<file path="src/rtl/serial_subtractor.sv">
// Bit-serial LSB-first unsigned subtractor: diff = a - b over WIDTH cycles.
// Optional SERIAL_SUB_OVF_EN adds a registered two's-complement overflow flag (ovf).
module serial_subtractor #(
    parameter int WIDTH = 8
) (
    input  logic             clk,
    input  logic             reset_n,
    input  logic             start,
    input  logic [WIDTH-1:0] a,
    input  logic [WIDTH-1:0] b,
    output logic             busy,
    output logic             done,
    output logic [WIDTH-1:0] diff,
`ifdef SERIAL_SUB_OVF_EN
    output logic             ovf,
`endif
    output logic             borrow_out
);

    localparam int CW = $clog2(WIDTH + 1);

    typedef enum logic [1:0] {
        IDLE,
        SHIFT,
        DONE
    } state_t;

    state_t           state, state_nx;
    logic [WIDTH-1:0] sa, sb;
    logic [WIDTH-2:0] res;
    logic [WIDTH-1:0] res_nx;
    logic             brw;
    logic [CW-1:0]    cnt;
    logic             ai, bi, d, bout, last;
`ifdef SERIAL_SUB_OVF_EN
    logic             a_msb, b_msb;
`endif

    // Single full-subtractor cell; res_nx is the result with the current bit on top
    always_comb begin
        ai     = sa[0];
        bi     = sb[0];
        d      = ai ^ bi ^ brw;
        bout   = (~ai & bi) | (~(ai ^ bi) & brw);
        res_nx = {d, res};
        last   = (cnt == CW'(WIDTH - 1));
    end

    always_ff @(posedge clk or negedge reset_n) begin
        if (!reset_n) state <= IDLE;
        else          state <= state_nx;
    end

    always_comb begin
        state_nx = state;
        busy     = 1'b0;
        done     = 1'b0;
        case (state)
            IDLE:  if (start) state_nx = SHIFT;
            SHIFT: begin
                busy = 1'b1;
                if (last) state_nx = DONE;
            end
            DONE: begin
                done     = 1'b1;
                state_nx = IDLE;
            end
            default: state_nx = IDLE;
        endcase
    end

    always_ff @(posedge clk or negedge reset_n) begin
        if (!reset_n) begin
            sa         <= '0;
            sb         <= '0;
            res        <= '0;
            brw        <= 1'b0;
            cnt        <= '0;
            diff       <= '0;
            borrow_out <= 1'b0;
`ifdef SERIAL_SUB_OVF_EN
            a_msb      <= 1'b0;
            b_msb      <= 1'b0;
            ovf        <= 1'b0;
`endif
        end else begin
            case (state)
                IDLE: if (start) begin
                    sa    <= a;
                    sb    <= b;
                    brw   <= 1'b0;
                    cnt   <= '0;
`ifdef SERIAL_SUB_OVF_EN
                    a_msb <= a[WIDTH-1];
                    b_msb <= b[WIDTH-1];
`endif
                end
                SHIFT: begin
                    sa  <= sa >> 1;
                    sb  <= sb >> 1;
                    res <= res_nx[WIDTH-1:1];
                    brw <= bout;
                    cnt <= cnt + CW'(1);
                    if (last) begin
                        diff       <= res_nx;
                        borrow_out <= bout;
`ifdef SERIAL_SUB_OVF_EN
                        ovf        <= (a_msb != b_msb) && (d != a_msb);
`endif
                    end
                end
                default: ;
            endcase
        end
    end

endmodule

</file>
<file path="config.mk">
export PLATFORM = sky130hd
export DESIGN_NAME = serial_subtractor
export DESIGN_NICKNAME = d
export VERILOG_FILES = /design/src/rtl/serial_subtractor.sv
export SDC_FILE = /design/constraint.sdc
export NUM_CORES = 1
export LEC_CHECK = 0
export ABC_CLOCK_PERIOD_IN_PS = 1700
export CAP_MARGIN = 20
export CORE_MARGIN = 5
export CORE_UTILIZATION = 51
export DETAILED_ROUTE_END_ITERATION = 10
export GPL_TIMING_DRIVEN = 0
export MAX_ROUTING_LAYER = met4
export PLACE_DENSITY = 0.78
export SYNTH_ARGS = -nofsm -noshare
export SYNTH_HDL_FRONTEND = slang
export SYNTH_SLANG_ARGS = --single-unit
</file>
<file path="constraint.sdc">
create_clock -name clk -period 1.7 [get_ports clk]
set_input_delay 0.255 -clock clk [delete_from_list [all_inputs] [get_ports clk]]
set_output_delay 0.255 -clock clk [all_outputs]
set_load 0.05 [all_outputs]
</file>
After elaboration in Yosys (flattened, before gate mapping)
Cells that the tools add are included.
{"block": "totals", "input_bits": 19, "reg_bits": 39, "elab_cells": 39}
{"block": "classes", "bitwise": 7, "mux": 13, "reduce_logical": 5, "addsub": 1, "n_eq_ne": 5}
{"op": "$pmux 8 s2", "n": 2}
{"op": "$mux 8", "n": 2}
{"op": "$pmux 4 s2", "n": 1}
{"op": "$reduce_and 2->1", "n": 3}
{"op": "$add 4x1->4 const B", "n": 1}
{"op": "$eq 4x3->1 const B", "n": 1}
{"op": "$mux 2", "n": 2}
{"op": "$mux 4", "n": 1}
{"op": "$ne 2x2->1 const B", "n": 2}
{"op": "$pmux 2 s2", "n": 1}
{"op": "$mux 1", "n": 3}
{"op": "$and 1x1->1", "n": 2}
{"op": "$eq 2x1->1 const B", "n": 1}
{"op": "$eq 2x2->1 const B", "n": 1}
{"op": "$logic_not 2->1", "n": 1}
{"op": "$not 1->1", "n": 2}
{"op": "$pmux 1 s2", "n": 1}
{"op": "$reduce_bool 2->1", "n": 1}
{"op": "$xor 1x1->1", "n": 2}
{"op": "$or 1x1->1", "n": 1}

Logic depth before layout (Yosys ltp)
{"block": "logic_depth", "depth_word": 5, "depth_mapped": 5}

Worst setup path after synthesis
No wires, ideal clock.
{"block": "synth_path", "kind": "register -> output", "start": "reg state[1]", "end": "out done", "setup_slack_ns": -0.130, "stages_incl_launch_ff": 4, "path_buffers": 2, "t_arrival_ns": 1.575, "cell_sequence": "dfrtp_1 > clkbuf_1 > clkbuf_1 > nor2b_1"}
{"block": "synth_between", "elab_chain_cells": 2}
{"item": "start: declaration", "line": "28", "text": "state_t state, state_nx;"}
{"item": "start signal: assignment", "line": "51", "text": "else state <= state_nx;"}
{"item": "$eq 2x2->1", "line": "58", "text": "case (state)"}
{"item": "$mux 1", "line": "58"}
{"item": "end: declaration", "line": "12", "text": "output logic done,"}
No other way between the ends.

Final worst setup path
{"block": "layout_path", "start": "reg state[1]", "end": "out busy"}
{"block": "layout_between", "elab_chain_cells": 2}
{"item": "$eq 2x1->1", "line": "58"}
{"item": "$mux 1", "line": "58"}
{"item": "end: declaration", "line": "11", "text": "output logic busy,"}
No other way between the ends.

==> impl_metrics.json <==
{
  "syn_area_per_cell_um2": 10.43,
  "multi_input_area_um2": 664.4,
  "grt_pass1_wl_mm": 6.444,
  "ctsLongestPathBuffers": 2,
  "ff_latch_area_um2": 977.2,
  "syn_area_mm2": 0.001689,
  "synth-simple-area-share_pct": 14.30,
  "criticalPathCategory": "reg2out",
  "required_ns": 1.44,
  "setup_viol": 0,
  "initial_core_util_pct": 54.44,
  "synth_compound_area_share_pct": 16.00,
  "antenna_found_initial": 0,
  "rsz0062_at_grt": "no",
  "cts-htree-levels": 2,
  "wirelength_mm": 3.526,
  "cts-buffers-inserted": 5,
  "gp_congestion": 0.8024,
  "boundaryPins": 30,
  "max-cap-violations": 0,
  "slew_viol_final": 0,
  "ys_warn_count": 0,
  "max_slew_margin_pct": 44.82,
  "setup_tns_ns": 0,
  "synth_top_area_cell": "dfrtp_1",
  "synth_cells": 162,
  "synth_fp_nets": 183,
  "drc": 0,
  "fin_skew_ns": 0.004338,
  "post_drt_via_cell_ratio": 5.363,
  "cp_max_fo": 3,
  "portBuffers": 29,
  "drive_gt1_share_pct": 15.92,
  "synth_mux_area_share_pct": 6.519,
  "synth_xor_xnor_area_share_pct": 0,
  "leakage_nw": 0.9802,
  "ys_ff_latch": 39,
  "vias": 1314,
  "yosys-top-cells-area": "dfrtp_1 58%, nand2_1 7.6%, a22oi_1 6.2%",
  "syn2layout_area_growth_pct": 27.04,
  "clock_sinks": 39,
  "first_pass_iters": 4,
  "start_kind": "flip-flop",
  "grt_max_degree": 40,
  "layout_min_cycle_time_ns": 1.616,
  "max_clock_freq_ghz": 0.6187,
  "run_status": "complete, no violations",
  "nets": 221,
  "synth_top_area_share_pct": 57.78,
  "cts_tree": "yes",
  "pwr_density_cell_mw_per_mm2": 1874,
  "nFillCells": 274,
  "end_kind": "output port",
  "clkTransAtPathRegs_ns": 0.11,
  "grt_remaining_overflow": 0,
  "clock-root-buffer": "clkbuf_4",
  "fin_area_mm2": 0.002146,
  "hold_path.class": "in2async",
  "ant_nets": 0,
  "grt_pass1_vias": 1396,
  "min_period_over_period_pct": 95.07,
  "dpl_cell_area_mm2": 0.002032,
  "drt_iter0_drc": 93,
  "synth.distinct_cells": 23,
  "synth_top_family_by_area": "compound AO/OA/AOI/OAI gates",
  "worstPathArrival_ns": 1.36,
  "die_h_um": 67.55,
  "hpwlAfterDp_mm": 2.603,
  "max-vdd-ir-drop_v": 0.0007934,
  "die_w_um": 67.55,
  "clk_latency_ns": 0.34,
  "diodes": 0,
  "die_area_mm2": 0.004563,
  "grt.total_usage_pct": 19.71,
  "synth_fa_ha_area_share_pct": 1.926,
  "avgRoutedWirePerCell_um": 14.39,
  "hold_viol": 0,
  "worst_pin_slew_ns": 0.8276,
  "ys_seq_area_share_pct": 57.78,
  "core-area_mm2": 0.003103,
  "std_cell_rows": 20
}
## metal layers
| metal | global-route usage (%) | wire length [um] | vias up | share of wire, % |
|---|---|---|---|---|
| li1 | - | - | 634 | - |
| met1 | 23.00 | 1500 | 637 | 43 |
| met2 | 32.08 | 1764 | 36 | 50 |
| met3 | 6.156 | 199 | 7 | 5.6 |
| met4 | 6.835 | 61 | 0 | 1.7 |
| met5 | - | 0 | - | 0 |
## logic make-up (layout without fill, tap and decap cells)
| logic type | count (synthesis) | count (layout) |
|---|---|---|
| buf+inv | 15 | 54 |
| compound gates | 44 | 44 |
| flops | 39 | 39 |
| fa+ha+maj | 2 | 2 |
| simple gates | 52 | 52 |
| mux | 10 | 10 |
## registers in the layout, indices dropped and copies added (netlist names)
register / count
diff: 8
sa: 8
sb: 8
res: 7
cnt: 4
state: 2
borrow_out: 1
brw: 1
## worst max-delay path, cell delays in order (launching register included)
cell and delay [ns]:
dfrtp_1 0.40, nand2b_4 0.17, clkinvlp_4 0.09, clkdlybuf4s15_2 0.36
## timing repair
| item | 4_1_cts | 5_1_grt |
|---|---|---|
| gates resized for setup | 22 | 4 |
| hold buffers | 0 | 0 |
| endpoints found under the hold margin | 0 | 0 |
| endpoints found under the setup margin | 11 | 10 |
| pin swaps | 0 | 1 |
| buffers inserted | 1 | 3 |
## per-stage QoR
stage          hold slack (ns)  total power (W)  utilization, %  setup WS (ns)  cells
3_3_place_gp            0.4562         0.003327           65.65        -0.6585    235
4_1_cts                0.02171         0.004040           68.31        0.01389    242
2_1_floorplan         -0.04059         0.002823               -        0.05252    162
5_1_grt                0.05723         0.004350           69.15       0.003210    245
3_5_place_dp            0.4043         0.003421           65.48        -0.6705    235
6_report              0.005862         0.004021           69.15        0.08379    245
## layout by cell type, fill, tap and decap left out, types with 5 or more instances in the layout
| cell type | Yosys | routed |
|---|---|---|
| o21ai_0 | 18 | 18 |
| nand2_1 | 34 | 34 |
| dlygate4sd2_1 | 0 | 9 |
| buf_4 | 0 | 5 |
| a21oi_1 | 8 | 8 |
| dfrtp_1 | 39 | 38 |
| clkbuf_4 | 0 | 6 |
| clkdlybuf4s50_1 | 0 | 17 |
| mux2_2 | 8 | 8 |
| nor2b_1 | 10 | 9 |
| a22oi_1 | 14 | 14 |
## synthesized netlist by cell type
master	instances
ha_1	1
clkbuf_1	7
fa_1	1
a22oi_1	14
nor2b_1	10
inv_1	5
buf_2	2
o21ai_0	18
nor3_4	1
nand2_1	34
mux2i_1	2
a2bb2oi_1	1
nor2_1	2
a21oi_1	8
or3_1	1
o21bai_1	1
buf_1	1
nand2b_1	1
a32o_1	1
nand3_1	3
dfrtp_1	39
mux2_2	8
a22o_1	1
## where the power goes
| part | switching (W) | leakage [nW] | internal (W) |
|---|---|---|---|
| registers | 0.000275 | 0.500 | 0.00132 |
| logic | 0.00112 | 0.432 | 0.000664 |
| clock network | 0.000289 | 0.0482 | 0.000348 |
| total | 0.00169 | 0.980 | 0.00233 |
## final cells by class
cell class	instances	area share, %
Multi-Input combinational cell	108	30.96
Sequential cell	39	45.54
Timing Repair Buffer	33	14.11
Clock buffer	6	2.391
Buffer	8	1.749
Clock inverter	2	1.633
Inverter	5	1.050
Tap cell	44	2.566
## worst paths after layout
check	startpoint	to	slack, ns	cells past startpoint
setup / recovery	state[1]$_DFFE_PN0P_	busy	0.08	3
hold / removal	reset_n	sa[3]$_DFFE_PN0P_	0.006	1
setup reg to reg	cnt[0]$_DFFE_PN0P_	diff[0]$_DFFE_PN0P_	0.15	5
hold reg to reg	sb[2]$_DFFE_PN0P_	sb[2]$_DFFE_PN0P_	0.49	2
max in group asynchronous	reset_n	state[0]$_DFFE_PN0P_	1.13	1
min in group clk	sb[2]$_DFFE_PN0P_	sb[2]$_DFFE_PN0P_	0.49	2
Power figures use the tool's default switching activity.
